## config.mk

```make
export PLATFORM = sky130hd
export DESIGN_NAME = mbist_march_ctrl
export DESIGN_NICKNAME = d
export VERILOG_FILES = /design/src/rtl/mbist_march_ctrl_pkg.sv /design/src/rtl/mbist_march_ctrl_resp_cmp.sv /design/src/rtl/mbist_march_ctrl.sv
export SDC_FILE = /design/constraint.sdc
export NUM_CORES = 1
export LEC_CHECK = 0
export BUFFER_PORTS_ARGS = -buffer_cell sky130_fd_sc_hd__buf_2
export CAP_MARGIN = 30
export CORE_MARGIN = 2
export CORE_UTILIZATION = 53
export CTS_CLUSTER_SIZE = 8
export DETAILED_ROUTE_END_ITERATION = 10
export PLACE_DENSITY = 0.88
export SYNTH_ARGS = -nofsm -noshare
export SYNTH_HDL_FRONTEND = slang
export SYNTH_SLANG_ARGS = --single-unit
```

## constraint.sdc

```tcl
create_clock -name clk -period 5.86 [get_ports clk]
set_input_delay 0.586 -clock clk [delete_from_list [all_inputs] [get_ports clk]]
set_output_delay 0.586 -clock clk [all_outputs]
set_load 0.02 [all_outputs]
```

## src/rtl/mbist_march_ctrl_pkg.sv

```systemverilog
// mbist_pkg: shared definitions for the March C- MBIST sequencer.
//   - controller state encoding
//   - March C- element table (op count, direction, per-op read/write and data value)
//   - helper to look up one op of one element
package mbist_pkg;

    typedef enum logic [1:0] {
        ST_IDLE = 2'd0,
        ST_RUN  = 2'd1,
        ST_FIN  = 2'd2,
        ST_DONE = 2'd3
    } state_t;

    localparam int NUM_ELEM = 6;

    localparam logic DIR_UP   = 1'b0;
    localparam logic DIR_DOWN = 1'b1;

    // Element table, one bit per element (bit e = element e). Only bits 0-5
    // are meaningful; the vectors are 8 wide so a 3-bit index never runs off
    // the end.
    //   E0: w0 up | E1: r0 w1 up | E2: r1 w0 up
    //   E3: r0 w1 dn | E4: r1 w0 dn | E5: r0 dn
    localparam logic [7:0] ELEM_DIR     = 8'b0011_1000;  // 1 = down
    localparam logic [7:0] ELEM_LAST_OP = 8'b0001_1110;  // index of last op (0 or 1)
    localparam logic [7:0] OP0_WR       = 8'b0000_0001;
    localparam logic [7:0] OP0_VAL      = 8'b0001_0100;
    localparam logic [7:0] OP1_WR       = 8'b0001_1110;
    localparam logic [7:0] OP1_VAL      = 8'b0000_1010;

    typedef struct packed {
        logic wr;   // 1 = write, 0 = read
        logic val;  // background bit: written value, or expected read value
    } march_op_t;

    function automatic march_op_t elem_op(input logic [2:0] elem, input logic op);
        march_op_t r;
        r.wr  = op ? OP1_WR[elem]  : OP0_WR[elem];
        r.val = op ? OP1_VAL[elem] : OP0_VAL[elem];
        return r;
    endfunction

endpackage

```

## src/rtl/mbist_march_ctrl_resp_cmp.sv

```systemverilog
// mbist_resp_cmp: read-response checker for the March C- sequencer.
// A read issued in cycle t is registered here (expected background, address,
// element); in cycle t+1 the memory's synchronous read data is compared. The
// first mismatch sets a sticky fail flag and captures address/element; later
// mismatches leave the capture alone until the next clear.
// Ports:
//   clk, rst_n      clock, async active-low reset
//   i_clr           clear fail flag and capture (start of a new test)
//   i_rd            a read is issued this cycle
//   i_exp           expected read data for that read
//   i_addr, i_elem  address / element index of that read
//   i_rdata         memory read data (valid the cycle after the read)
//   o_fail          sticky mismatch flag
//   o_fail_addr     address of first mismatch
//   o_fail_elem     element index of first mismatch
module mbist_resp_cmp #(
    parameter int ADDR = 8,
    parameter int DATA = 8
) (
    input  logic            clk,
    input  logic            rst_n,
    input  logic            i_clr,
    input  logic            i_rd,
    input  logic [DATA-1:0] i_exp,
    input  logic [ADDR-1:0] i_addr,
    input  logic [2:0]      i_elem,
    input  logic [DATA-1:0] i_rdata,
    output logic            o_fail,
    output logic [ADDR-1:0] o_fail_addr,
    output logic [2:0]      o_fail_elem
);

    logic            r_cmp_vld;
    logic [DATA-1:0] r_exp;
    logic [ADDR-1:0] r_cmp_addr;
    logic [2:0]      r_cmp_elem;
    logic            r_fail;
    logic [ADDR-1:0] r_fail_addr;
    logic [2:0]      r_fail_elem;
    logic            w_mis;

    assign w_mis = r_cmp_vld && (i_rdata != r_exp);

    always_ff @(posedge clk or negedge rst_n) begin
        if (!rst_n) begin
            r_cmp_vld   <= 1'b0;
            r_exp       <= '0;
            r_cmp_addr  <= '0;
            r_cmp_elem  <= '0;
            r_fail      <= 1'b0;
            r_fail_addr <= '0;
            r_fail_elem <= '0;
        end else begin
            r_cmp_vld  <= i_rd;
            r_exp      <= i_exp;
            r_cmp_addr <= i_addr;
            r_cmp_elem <= i_elem;
            if (i_clr) begin
                r_fail      <= 1'b0;
                r_fail_addr <= '0;
                r_fail_elem <= '0;
            end else if (w_mis) begin
                r_fail <= 1'b1;
                // Only the first failure is kept.
                if (!r_fail) begin
                    r_fail_addr <= r_cmp_addr;
                    r_fail_elem <= r_cmp_elem;
                end
            end
        end
    end

    assign o_fail      = r_fail;
    assign o_fail_addr = r_fail_addr;
    assign o_fail_elem = r_fail_elem;

endmodule

```

## src/rtl/mbist_march_ctrl.sv

```systemverilog
// mbist_march_ctrl: March C- sequencer for one single-port SRAM.
// Steps an external address generator through the six March C- elements,
// issuing one memory op per cycle, and checks read data one cycle later.
// Ports:
//   clk, rst_n              clock, async active-low reset (shared with generator)
//   start                   start pulse, honoured only when idle or done
//   addr_i, addr_done_i     generator address and "last address" flag
//   addr_en_o, addr_ff_o    generator control: [1] advance, [0] dir; ff = hold (up)
//   mem_cs/we/addr/wdata    memory test-mode command port
//   mem_rdata               memory read data, one cycle after a read
//   busy, done              status (done held until next start)
//   fail, fail_addr/elem    sticky fail flag and first-failure capture
module mbist_march_ctrl
    import mbist_pkg::*;
#(
    parameter int ADDR = 8,
    parameter int DATA = 8
) (
    input  logic            clk,
    input  logic            rst_n,
    input  logic            start,
    input  logic [ADDR-1:0] addr_i,
    input  logic            addr_done_i,
    output logic [1:0]      addr_en_o,
    output logic            addr_ff_o,
    output logic            mem_cs,
    output logic            mem_we,
    output logic [ADDR-1:0] mem_addr,
    output logic [DATA-1:0] mem_wdata,
    input  logic [DATA-1:0] mem_rdata,
    output logic            busy,
    output logic            done,
    output logic            fail,
    output logic [ADDR-1:0] fail_addr,
    output logic [2:0]      fail_elem
);

    state_t          r_state, w_state_nx;
    logic [2:0]      r_elem, w_elem_nx;
    logic            r_op, w_op_nx;

    march_op_t       w_op;
    logic            w_last_op;
    logic            w_clr;
    logic            w_rd;
    logic [DATA-1:0] w_exp;

    assign w_op      = elem_op(r_elem, r_op);
    assign w_last_op = (r_op == ELEM_LAST_OP[r_elem]);

    always_ff @(posedge clk or negedge rst_n) begin
        if (!rst_n) begin
            r_state <= ST_IDLE;
            r_elem  <= '0;
            r_op    <= 1'b0;
        end else begin
            r_state <= w_state_nx;
            r_elem  <= w_elem_nx;
            r_op    <= w_op_nx;
        end
    end

    always_comb begin
        w_state_nx = r_state;
        w_elem_nx  = r_elem;
        w_op_nx    = r_op;
        addr_en_o  = 2'b00;
        addr_ff_o  = 1'b0;
        mem_cs     = 1'b0;
        mem_we     = 1'b0;
        mem_wdata  = '0;
        w_clr      = 1'b0;
        w_rd       = 1'b0;
        w_exp      = '0;

        unique case (r_state)
            ST_IDLE, ST_DONE: begin
                if (start) begin
                    w_clr      = 1'b1;
                    w_elem_nx  = '0;
                    w_op_nx    = 1'b0;
                    w_state_nx = ST_RUN;
                end
            end

            ST_RUN: begin
                mem_cs    = 1'b1;
                mem_we    = w_op.wr;
                mem_wdata = w_op.wr ? {DATA{w_op.val}} : '0;
                w_rd      = !w_op.wr;
                w_exp     = {DATA{w_op.val}};
                // Advance only after the last op at this address.
                addr_en_o = {w_last_op, ELEM_DIR[r_elem]};
                if (w_last_op) begin
                    w_op_nx = 1'b0;
                    if (addr_done_i) begin
                        // E2 ends at MAX going up; holding there makes the
                        // generator hand E3 its starting address (MAX, down).
                        if (r_elem == 3'd2)
                            addr_ff_o = 1'b1;
                        if (r_elem == 3'(NUM_ELEM - 1))
                            w_state_nx = ST_FIN;
                        else
                            w_elem_nx = r_elem + 3'd1;
                    end
                end else begin
                    w_op_nx = 1'b1;
                end
            end

            ST_FIN: begin
                // E5 left the generator at MAX; one up-step wraps it to 0 so
                // the next run starts cleanly. Last compare resolves here.
                addr_en_o  = 2'b10;
                w_state_nx = ST_DONE;
            end

            default: w_state_nx = ST_IDLE;
        endcase
    end

    assign mem_addr = addr_i;
    assign busy     = (r_state == ST_RUN) || (r_state == ST_FIN);
    assign done     = (r_state == ST_DONE);

    mbist_resp_cmp #(
        .ADDR (ADDR),
        .DATA (DATA)
    ) u_resp_cmp (
        .clk         (clk),
        .rst_n       (rst_n),
        .i_clr       (w_clr),
        .i_rd        (w_rd),
        .i_exp       (w_exp),
        .i_addr      (addr_i),
        .i_elem      (r_elem),
        .i_rdata     (mem_rdata),
        .o_fail      (fail),
        .o_fail_addr (fail_addr),
        .o_fail_elem (fail_elem)
    );

endmodule

```

==> results.txt, run 1 <==
* Status: finished, violations left
- The checks that failed: design-rule violations.
- Summed over all layers, the global routing overflow is 0.
- Register-to-register setup slack: 3.59 ns
* Source-to-sink clock delay at the later pin of the worst-skew pair: 0.33 ns
- Along the worst path, the maximum fanout reaches 7.
* Final setup skew: 0.00811 ns
- Clock slew at reported path FFs: 0.10 ns
* Data required time of the worst path: 5.27 ns
* Library cell with the highest instance count after synthesis: dfrtp_1
* Sequential cell fraction of total power: 32.9%
- The finished cells cover 1860 um2.
- Post-synthesis cell count: 153
* Share of total power in the clock network: 18.4%
- Of all flip-flops after synthesis, the portion carrying an async set or reset was 100%.
- F_max: 354 MHz
- Largest voltage drop on the vdd net: 0.000358 V
- For this run, the detailed router's first-pass iteration total came to 7.
- Setup repair after global routing left no endpoint under its margin.
- Total core area: 2810 um2
* Total standard cell area after synthesis: 1600 um2
- Min Clock Period, post-route: 2.83 ns
- DR DRC count: 4
- Number of buffers inserted during clock tree synthesis: 5
* Main flop type after synthesis: dfrtp_1
- In the final design database the tool counted 224 nets.
* Area fraction of the dominant cell type after synthesis: 48.6%
- Die extent in y: 58.9 um
* H-tree levels: 2
* Average cell area after synthesis: 10.4 um2
- Count of endpoints failing hold in the final timing report: 0
* WL final: 3.15 mm
- Final setup vio count: 0
- The detail route stage leaves a number of antenna-violating nets equal to 0.
* CTS root buffer: clkbuf_4
* Hold-fix buffers at CTS: 0
- Placement-stage cell area: 1780 um2
- For this run, the number of Yosys warnings is 0.
- In this run the post-CTS setup repair buffer count came out at 0.
* Post-DR wirelength/cell: 13.9 um
- Routability-driven placement finished with a final weighted congestion of 0.798.
- The analysis attributes to cell leakage a power of 0.983 nW.
- The number of slew-limit violations in the final report is 0.
* Main area contributors after synthesis: dfrtp_1 49%, mux2i_1 8.8%, buf_4 7.1%
* Share of the clock period used by the worst path: 48.3%
- Maximum number of buffers from clock root to sink: 2
- Entering global routing, the biggest net connects 32 pins.
- Vias: 1216
- Across the run, the number of max-cap violations was 0.
- Overall global routing resource usage: 20.9%
- The floorplan step defined a die boundary enclosing 3470 um2.
- The share of total power dissipated in combinational logic is 48.7%.
- Headroom to the max-slew limit came out at 51.1%.
* Pwr Density: 511 nW/um2
* WS Path Type: reg2out
- After detailed routing, the number of vias per cell comes to 5.36.
- Final setup TNS: 0 ns
* Initial Utilization: 56.9%
- Signed area change from the synthesized netlist to the final layout: 16.8%
- Io pins: 55
- The number of global-route vias before repair came to 1200.
* Die boundary width: 58.9 um
- Number of placement rows: 19
- The HPWL after detailed placement is 2.36 mm.
- The repair_antennas step left the layout with diodes totalling 0.
- For this design the total switching power over the nets is 0.418 mW.
- Number of synthesized flops with an enable pin: 0
- Summed over all instances, the cell type with the most area after synthesis is dfrtp_1.
* Internal power summed over all cells: 0.535 mW
- For this run, the register share of the synthesized area comes to 48.6%.
* Switching Share: 43.9%
- Number of library cell types mapped by synthesis: 34
- Summing internal, switching and leakage power gives 0.953 mW.
- Clock tree from TritonCTS: done
* Count of input and output buffers: 54
- Counting flops and latches in the post-synthesis netlist gives 31.
* Post-Syn Nets: 182
* FILL cells: 235
- Clock sink count: 31
- The min-delay analysis places its worst path in the category in2async.
- Startpoint Class: flop
- Transition at the pin with the smallest max-transition slack: 0.731 ns
- Initial antenna violation count: 0
- By count the netlist is led by 31 x dfrtp_1, 30 x nand2_1, 15 x buf_4.
- The first global-routing pass estimated 5.23 mm of wire.
- In the final layout, the share of cells above drive strength 1 is 34.7%.
- The worst setup path is captured at an output pin.
- PostCTS Resize Cnt: 0
- Critical path data arrival time: 2.24 ns
* Iter 0 DRT Violations: 42
[power groups by stage]
stage          logic, mW  clock network [mW]  registers [mW]
2_1_floorplan      0.325                   0           0.333
3_3_place_gp       0.434                   0           0.312
3_5_place_dp       0.466                   0           0.317
4_1_cts            0.467               0.180           0.313
5_1_grt            0.513               0.193           0.320
6_report           0.464               0.175           0.314
[stage by stage]
step	util (%)	hold WS, ns	instances	worst slack (ns)
after floorplan	-	0.290	153	3.25
after global placement	63.0	0.453	218	3.53
after detailed placement	63.4	0.477	219	3.41
after CTS	66.5	0.278	227	3.02
after global routing	66.5	0.289	227	2.83
final	66.5	0.270	227	3.03
[layer usage]
metal	up-vias	global-route usage [%]	wire length (um)
li1	585	-	-
met1	587	21.4	1200
met2	37	37.6	1710
met3	7	7.91	177
met4	0	9.09	61
met5	-	0	0
[cell families after synthesis]
logic type | after synthesis | share of synthesized area, %
and+or+nand+nor | 52 | 16.5
DFF | 31 | 48.6
buffers and inverters | 28 | 10.6
AOI/OAI and AO/OA | 18 | 7.92
muxes | 14 | 8.78
adders and majority gates | 9 | 7.05
xor gates and xnor gates | 1 | 0.549
[worst max-delay path: stages (launching register included)]
cell and delay, ns:
dfrtp_1 0.48, inv_1 0.11, ha_1 0.22, ha_1 0.33, xnor2_1 0.31, nand2_1 0.09
nor4_1 0.16, buf_2 0.21
[path summary, 6_finish.rpt]
kind	from	end	depth (start not counted)
max	r_elem[0]	addr_ff_o	7
min	rst_n	u_resp_cmp.r_cmp_addr[3]	1
max reg2reg	r_elem[0]	r_elem[1]	7
min reg2reg	u_resp_cmp.r_cmp_elem[2]	u_resp_cmp.o_fail_elem[2]	2
max in group asynchronous	rst_n	u_resp_cmp.o_fail	1
min in group clk	addr_i[4]	u_resp_cmp.r_cmp_addr[4]	1
[placed cells by master (no fill, tap or decap), drive strengths merged, types with 4 or more instances in the layout]
| cell type | Yosys | routed |
|---|---|---|
| mux2i | 14 | 14 |
| nand2 | 30 | 30 |
| nor2b | 4 | 4 |
| inv | 8 | 8 |
| o21ai | 4 | 4 |
| clkbuf | 4 | 6 |
| ha | 9 | 9 |
| dfrtp | 31 | 31 |
| nor2 | 4 | 4 |
| buf | 16 | 55 |
| o31ai | 4 | 4 |
[area by class of cell]
class | instances | area [um2] | share of cell area [%]
flip-flops and latches | 31 | 776 | 41.6
clock buffers | 6 | 51.3 | 2.75
repair buffers | 55 | 282 | 15.1
multi-input cells | 94 | 652 | 35.0
well taps | 31 | 38.8 | 2.08
inverters | 8 | 30.0 | 1.61
clock inverters | 2 | 35.0 | 1.88
[flip-flops by register name, indices dropped and copies added (netlist names)]
| register | cells |
|---|---|
| u_resp_cmp.o_fail_elem | 3 |
| u_resp_cmp.r_cmp_addr | 8 |
| r_elem | 3 |
| u_resp_cmp.r_cmp_elem | 3 |
| r_state | 2 |
| u_resp_cmp.r_cmp_vld | 1 |
| u_resp_cmp.o_fail | 1 |
| u_resp_cmp.r_exp | 1 |
| r_op | 1 |
| u_resp_cmp.o_fail_addr | 8 |
(Power assumes the default switching activity.)
==> run 2: changes to the inputs <==
--- a/config.mk
+++ b/config.mk
@@ -5,13 +5,14 @@
 export SDC_FILE = /design/constraint.sdc
 export NUM_CORES = 1
 export LEC_CHECK = 0
+export ABC_AREA = 1
 export BUFFER_PORTS_ARGS = -buffer_cell sky130_fd_sc_hd__buf_2
 export CAP_MARGIN = 30
 export CORE_MARGIN = 2
-export CORE_UTILIZATION = 53
+export CORE_UTILIZATION = 44
 export CTS_CLUSTER_SIZE = 8
 export DETAILED_ROUTE_END_ITERATION = 10
-export PLACE_DENSITY = 0.88
+export PLACE_DENSITY = 0.79
 export SYNTH_ARGS = -nofsm -noshare
 export SYNTH_HDL_FRONTEND = slang
 export SYNTH_SLANG_ARGS = --single-unit
==> constraint.sdc (replaced) <==
create_clock -name clk -period 2.3 [get_ports clk]
set_input_delay 0.23 -clock clk [delete_from_list [all_inputs] [get_ports clk]]
set_output_delay 0.23 -clock clk [all_outputs]
set_load 0.02 [all_outputs]
==> run 2 against run 1 <==
The flow now finishes without violations. Cell count up 19%. Sequential share of layout area down 2.1 points. Worst hold slack worse by 0.23 ns. Clock-buffer cell count unchanged. Critical path depth up 2. Design area up 5.2%. Power rose to 2.6 times the previous value. Via count up 7.4%. Utilization down 8.6 points. Register-to-register slack worse by 3.0 ns. Synthesized cell count up 14%. Non-clock buffer count up 8. Critical endpoint is now mem_wdata[4]. Highest routed layer unchanged.
==> results.txt, run 2 <==
- Status: complete, no violations (was finished, violations left)
- The portion of synthesized cell area occupied by the leading cell type is 49.4% (was 48.6%).
- Share of post-route cells with drive strength above 1: 37.3% (was 34.7%)
* Number of global-route vias before repair: 1205 (was 1200)
* F_max: 459 MHz
- Main area contributors after synthesis: dfrtp_1 49%, nand2_1 8.4%, buf_4 8.1% (was dfrtp_1 49%, mux2i_1 8.8%, buf_4 7.1%)
- Wire length of the first global-routing pass: 5.07 mm (was 5.23 mm)
* Number of flip-flops and latches in the synthesized netlist: 31 (unchanged)
- The summed instance area of the synthesized netlist came to 1570 um2 (was 1600 um2).
- Worst Setup SP: r_elem[0] (unchanged)
- The final wirelength came to 3.10 mm (was 3.15 mm).
* Placed insts: 257 (was 219)
- The number of design rule violations left after detail routing came to 0 (was 4).
* Clock slew at reported path FFs: 0.10 ns (about the same)
- Io pins: 55 (unchanged)
- Final setup vio count: 0 (unchanged)
- The sum of net half-perimeters after detailed placement is 2.25 mm (was 2.36 mm).
* YS warnings: 0 (unchanged)
- Final setup TNS: 0 ns (unchanged)
- Iter 0 DRT Violations: 42 (unchanged)
- Share of synthesized area occupied by flip-flops and latches: 49.4% (was 48.6%)
- The kind of end point of the critical path was an output pin (unchanged).
- The data required time of the critical path was 2.07 ns (was 5.27 ns).
- Post-synthesis cell count: 175 (was 153)
- Counting I/O delays and the setup requirement, the final critical path takes 2.18 ns.
- Number of library cell types mapped by synthesis: 24 (was 34)
* Startpoint Class: flop (unchanged)
- Cell occurring most often along the worst timing path: buf_4 (was ha_1)
- The row count was 21 (was 19).
* Count of endpoints failing hold in the final timing report: 0 (unchanged)
* Die boundary width: 63.7 um (was 58.9 um)
- Hold path startpoint: addr_i[7]
* Worst-case setup slack after placement: 0.164 ns (was 3.41 ns)
- Core Util, Final: 57.9% (was 66.5%)
* Post-DR wirelength/cell: 11.4 um (was 13.9 um)
* Transition at the pin with the smallest max-transition slack: 0.663 ns (was 0.731 ns)
- The total number of H-tree levels was 2 (unchanged).
- The number of buffers on the longest clock path is 2 (unchanged).
- The vertical die dimension is 63.7 um (was 58.9 um).
* Total core area: 3390 um2 (was 2810 um2)
* DIE AREA: 4060 um2 (was 3470 um2)
- The number of cells in the finished layout apart from fillers came to 271 (was 227).
* Overall overflow remaining after global route: 0 (unchanged)
* Antenna diode count: 0 (unchanged)
- Average cell area after synthesis: 8.97 um2 (was 10.4 um2)
* Register-to-register setup slack: 0.60 ns (was 3.59 ns)
* Largest voltage drop on the vdd net: 0.000987 V (was 0.000358 V)
- Cell taking the most area after synthesis: dfrtp_1 (unchanged)
- Number of buffers inserted during clock tree synthesis: 5 (unchanged)
* Number of synthesized flops with an enable pin: 0 (unchanged)
* Number of nets with antenna violations after detailed routing: 0 (unchanged)
- Leakage power: 1.09 nW (was 0.983 nW)
* Maximum fanout count along the critical path: 8 (was 7)
- The dominant register cell in the synthesized netlist was dfrtp_1 (unchanged).
* Source-to-sink clock delay at the later pin of the worst-skew pair: 0.31 ns (was 0.33 ns)
* First-pass detailed-route iteration total: 4 (was 7)
- Async SR Flop Fraction: 100% (unchanged)
- The pin count of the biggest net entering global routing was 32 (unchanged).
- The kind of path behind the tightest hold check is in2reg (was in2async).
- Cells along the critical path: inv_2 > ha_2 > ha_4 > inv_1 > nand2_2 > o21ai_2 > nor3_2 > buf_4 > buf_4 (was inv_1 > ha_1 > ha_1 > xnor2_1 > nand2_1 > nor4_1 > buf_2).
- Most frequent cells in the layout: 46 x buf_2, 34 x nand2_1, 31 x dfrtp_1 (was 54 x buf_2, 31 x dfrtp_1, 30 x nand2_1).
- The kind of critical path was reg2out (unchanged).
* Final worst setup slack: 0.122 ns (was 3.03 ns)
- Final setup skew: 0.00643 ns (was 0.00811 ns)
- The final RePlAce weighted congestion came to 0.755 (was 0.798).
- # Max-Cap Violations: 0 (unchanged)
* Worst R2R Start: r_elem[0] (unchanged)
- Signed area change from the synthesized netlist to the final layout: 25.0% (was 16.8%)
* Commonest cells in the netlist: 35 x nand2_1, 31 x dfrtp_1, 19 x nand3_1 (was 31 x dfrtp_1, 30 x nand2_1, 15 x buf_4)
* Via-per-instance ratio: 4.82 (was 5.36)
- The arrival time of the worst setup path came to 1.95 ns (was 2.24 ns).
- CTS root buffer: clkbuf_4 (unchanged)
* Layout net count: 253 (was 224)
* Initial Utilization: 46.3% (was 56.9%)
- Worst-case headroom to the max-slew limit: 55.8% (was 51.1%)
- The most frequent standard cell in the layout excluding fill and tap cells was buf_2 (unchanged).
- Number of max-slew violations in the final report: 0 (unchanged)
* Overall global routing resource usage: 16.2% (was 20.9%)
- The number of sinks handled by clock tree synthesis was 31 (unchanged).
* Count of input and output buffers: 54 (unchanged)
* Share of the clock period used by the worst path: 94.7%
- Largest stage delay on the critical path: 0.38 ns (was 0.48 ns)
- The critical-path cell with the highest stage delay is dfrtp_1 (unchanged).
* Clock tree from TritonCTS: done (unchanged)
- The leading cell type by number of instances after synthesis is nand2_1 (was dfrtp_1).
- The initial antenna violation count came to 0 (unchanged).
- Vias: 1306 (was 1216)
- Pwr Density: 1250 nW/um2 (was 511 nW/um2)
- Post-Syn Nets: 204 (was 182)
* FILL cells: 303 (was 235)
- The total power after layout came to 2.45 mW (was 0.953 mW).
-- run 2: changes by cell type after synthesis, sizes merged, moves of 2 or more --
| cell | delta |
|---|---|
| clkbuf | -4 |
| o21ai | +4 |
| o22ai | -2 |
| nand2 | +8 |
| mux2i | -14 |
| buf | +5 |
| inv | +8 |
| nor2 | +8 |
| nand3 | +18 |
| nor2b | -4 |
| nor3b | -2 |
| o31ai | -4 |
| nand4 | +10 |
-- run 2: logic make-up after synthesis --
group	count (synthesis)	share of synthesized area [%]
AO/OA/AOI/OAI	12	4.63
AND/OR/NAND/NOR	86	25.6
flip-flops	31	49.4
adder cells (fa/ha/maj)	9	7.18
buffers and inverters	37	13.2
-- run 2: routing by layer --
metal  part of all wire, %  up-vias  track usage, %
met2                    51       35            27.8
met3                   5.0        4            4.46
li1                      -      657               -
met1                    43      610            18.8
met4                   1.3        0            7.07
met5                     0        -               0
-- run 2: critical path: cells and delay by family (launching register included) --
kind	cells	cell delay (ns)
adders and majority gates	2	0.47
buffers and inverters	4	0.43
DFF	1	0.38
and+or+nand+nor	2	0.26
AOI/OAI and AO/OA	1	0.09
-- run 2: through the flow --
step	hold WS, ns	cell area [um2]
finish	0.0348	1960
global route	0.00336	1960
CTS	0.0152	1900
detailed placement	0.298	1780
global placement	0.296	1780
floorplan	-0.0656	1570
-- run 2: final timing paths --
kind | end | cells after the start
worst max register to register | r_elem[0] | 11
worst min-delay path | u_resp_cmp.r_cmp_addr[7] | 1
max in group asynchronous | u_resp_cmp.r_cmp_addr[7] | 2
min in group asynchronous | u_resp_cmp.r_cmp_addr[5] | 2
worst max-delay path | mem_wdata[4] | 9
worst min register to register | u_resp_cmp.o_fail_addr[0] | 2
-- run 2: layout make-up --
type / instances / area (um2) / share of cell area [%]
clock inverter: 2 / 35.0 / 1.79
inverter: 16 / 60.1 / 3.06
multi-input combinational: 107 / 613 / 31.3
clock buffer: 6 / 51.3 / 2.61
sequential: 31 / 776 / 39.5
timing repair buffer: 63 / 369 / 18.8
tap: 46 / 57.6 / 2.93
-- run 2: timing repair --
action / CTS / global route
buffers inserted: 3 / 0
pin swaps: 1 / 1
setup endpoints to repair: 8 / 8
hold buffers: 1 / 2
resized for setup: 0 / 15
endpoints found under the hold margin: 31 / 2
-- run 2: where the power goes --
part / switching (mW) / internal (mW) / leakage (nW)
clock: 0.178 / 0.257 / 0.0482
sequential: 0.0859 / 0.686 / 0.403
combinational: 0.802 / 0.440 / 0.641
==> run 3: changes to the inputs <==
--- a/config.mk
+++ b/config.mk
@@ -8,6 +8,7 @@
 export ABC_AREA = 1
 export BUFFER_PORTS_ARGS = -buffer_cell sky130_fd_sc_hd__buf_2
 export CAP_MARGIN = 30
+export CORE_ASPECT_RATIO = 1.5
 export CORE_MARGIN = 2
 export CORE_UTILIZATION = 44
 export CTS_CLUSTER_SIZE = 8
==> run 3 against run 2 <==
Utilization decreased by 2.5 points. Sequential share of layout area increased by 1.6 points. Worst hold slack improved by 0.035 ns. Register-to-register slack got worse by 0.15 ns. Cell count decreased by 2.2%. Sequential power increased by 1%. Sequential cell count unchanged. Largest power group unchanged. Non-clock buffer count decreased by 2. Clock power decreased by 8.3%.
==> results.txt, run 3 (same netlist as run 2, synthesis figures left out) <==
- Initial Utilization: 45.9% (was 46.3%)
- The clock share of power was 16.9% (was 17.8%).
* Most utilized layer in the global route result: met2 (unchanged)
* Largest voltage drop on the vdd net: 0.000954 V (was 0.000987 V)
* Leakage power: 1.07 nW (was 1.09 nW)
- The power density of the placed cells came to 1240 nW/um2 (was 1250 nW/um2).
- Die boundary width: 52.8 um (was 63.7 um)
* Category of the worst setup path capture point: output pin (unchanged)
* Cells along the critical path: inv_1 > ha_1 > ha_1 > inv_1 > nand2_1 > o21ai_2 > nor3_2 > buf_4 > buf_2 (was inv_2 > ha_2 > ha_4 > inv_1 > nand2_2 > o21ai_2 > nor3_2 > buf_4 > buf_4)
- The number of iterations in the first detailed-routing pass came to 4 (unchanged).
- Depth of the worst register-to-register path: 11 (unchanged)
- The total clock buffers created by CTS was 5 (unchanged).
* Min Clock Period, post-route: 2.18 ns (about the same)
- The number of global-route vias before repair came to 1205 (unchanged).
* Maximum number of pins on one net before global-route repair: 32 (unchanged)
* DR DRC count: 0 (unchanged)
* Most frequent cells in the layout: 54 x buf_2, 35 x nand2_1, 29 x dfrtp_1 (was 46 x buf_2, 34 x nand2_1, 31 x dfrtp_1)
- FF/Latch Area: 778 um2 (was 776 um2)
- Signed area change from the synthesized netlist to the final layout: 20.7% (was 25.0%)
* Startpoint Class: flop (unchanged)
* Data required time of the worst path: 2.07 ns (about the same)
- Share of total power in combinational logic: 49.9% (was 50.7%)
* Number of placement rows: 26 (was 21)
- Cell depth of the worst hold path: 1 (unchanged)
- Clock slew at reported path FFs: 0.06 ns (was 0.10 ns)
- Final setup vio count: 0 (unchanged)
- CTS root buffer: clkbuf_8 (was clkbuf_4)
* Die extent in y: 77.1 um (was 63.7 um)
- Post-DR wirelength/cell: 11.1 um (was 11.4 um)
- The multi-input combinational cell area was 596 um2 (was 613 um2).
- The sum of net half-perimeters after detailed placement is 2.28 mm (was 2.25 mm).
* Setup repair after global routing missed its margin: true
- The final sum of negative setup slack is 0 ns (unchanged).
* Maximum number of buffers from clock root to sink: 2 (unchanged)
- The first-pass GRT wire length is 5.02 mm (was 5.07 mm).
- The standard cell area after detailed placement came to 1770 um2 (was 1780 um2).
* Clock sink count: 31 (unchanged)
- Initial antenna violation count: 0 (unchanged)
- The core area is 3420 um2 (was 3390 um2).
- H-tree levels: 2 (unchanged)
* WS Path Type: reg2out (unchanged)
- Number of max-slew violations in the final report: 0 (unchanged)
- The timing-limited maximum frequency is 459 MHz (about the same).
* Final cell area excluding filler cells: 1890 um2 (was 1960 um2)
- The switching share of total power is 44.5% (was 43.5%).
- The final wirelength came to 2.94 mm (was 3.10 mm).
- The clock latency at the later pin of the worst-skew pair is 0.28 ns (was 0.31 ns).
- The kind of path behind the tightest hold check is in2reg (unchanged).
- The switching power of the nets was 1.05 mW (was 1.07 mW).
- Worst path bufs/invs: 4 (unchanged)
* Final setup skew: 0.00688 ns (was 0.00643 ns)
* Via-per-instance ratio: 4.82 (about the same)
* Maximum fanout count along the critical path: 8 (unchanged)
- The most frequent standard cell in the layout excluding fill and tap cells is buf_2 (unchanged).
- The largest incremental delay on the critical path is 0.38 ns (about the same).
* Share of the clock period used by the worst path: 94.7% (about the same)
- Sequential cell fraction of total power: 33.2% (was 31.5%)
- The internal power came to 1.31 mW (was 1.38 mW).
- The number of hold violations in the final report is 0 (unchanged).
- Cell count along the critical path: 9 (unchanged)
- The area of the die came to 4070 um2 (was 4060 um2).
* Worst-case headroom to the max-slew limit: 56.6% (was 55.8%)
* Count of input and output buffers: 54 (unchanged)
* Io pins: 55 (unchanged)
* Overall global routing resource usage: 16.8% (was 16.2%)
- The critical path's top delay family was adder cells (unchanged).
- Transition at the pin with the smallest max-transition slack: 0.651 ns (was 0.663 ns)
* Critical path data arrival time: 1.95 ns (about the same)
* Antenna diode count: 0 (unchanged)
* Global placer's final weighted congestion: 0.801 (was 0.755)
- The met3 track demand over resource in global routing was 2.92% (was 4.46%).
- Status: complete, no violations (unchanged).
* Vias: 1276 (was 1306)
* Overall overflow remaining after global route: 0 (unchanged)
* Global-route track usage on met1: 18.2% (was 18.8%)
* Layout net count: 251 (was 253)
- The critical-path cell with the highest stage delay is dfrtp_2 (was dfrtp_1).
- Share of post-route cells with drive strength above 1: 35.9% (was 37.3%)
- Clock tree from TritonCTS: done (unchanged)
* Global routing met2 resource utilization: 28.2% (was 27.8%)
- The max capacitance violation total came to 0 (unchanged).
- The number of filler cells placed in the layout came to 333 (was 303).
- The number of cells in the finished layout apart from fillers is 265 (was 271).
- The number of placed instances with taps included was 253 (was 257).
- The post-route antenna net violation count was 0 (unchanged).
- The violation count after the first detailed-route iteration was 19 (was 42).
## run 3: cell type report
cell class                 count  area share [%]
multi-input combinational    107            31.5
clock inverter                 1           0.264
inverter                      16            3.17
timing repair buffer          61            17.2
clock buffer                   7            4.03
sequential                    31            41.1
tap                           42            2.78
## run 3: what timing repair did
action / CTS / global route
endpoints found under the setup margin: 8 / 10
hold buffers: 1 / 0
resized for setup: 0 / 4
hold endpoints to repair: 28 / 0
buffers inserted: 1 / 2
pin swaps: 1 / 0
## run 3: power groups by stage
stage	clock network, mW	logic, mW	registers [mW]
2_1_floorplan	0	0.779	0.869
3_3_place_gp	0	1.13	0.784
3_5_place_dp	0	1.15	0.792
4_1_cts	0.409	1.16	0.781
5_1_grt	0.432	1.32	0.801
6_report	0.399	1.17	0.781
## run 3: path summary, 6_finish.rpt
kind | start | endpoint | slack, ns
max in group asynchronous | rst_n | r_elem[1] | 1.32
setup / recovery | r_elem[0] | mem_wdata[1] | 0.12
setup reg to reg | r_elem[0] | r_elem[0] | 0.45
min in group asynchronous | rst_n | u_resp_cmp.o_fail_addr[7] | 0.52
hold reg to reg | r_elem[1] | u_resp_cmp.r_cmp_elem[1] | 0.45
hold / removal | addr_i[5] | u_resp_cmp.r_cmp_addr[5] | 0.07
## run 3: routing by layer
layer	vias up	part of all wire [%]
li1	651	-
met1	577	39
met2	38	53
met3	10	4.5
met4	0	3.9
met5	-	0
## run 3: metrics by stage
step	power (mW)	hold slack (ns)	util, %	setup WS [ns]
2_1_floorplan	1.65	-0.0656	-	0.0528
3_3_place_gp	1.91	0.295	51.9	0.272
3_5_place_dp	1.94	0.297	51.9	0.188
4_1_cts	2.35	0.0596	54.8	0.0166
5_1_grt	2.55	0.0554	55.4	-0.00379
6_report	2.35	0.0699	55.4	0.123
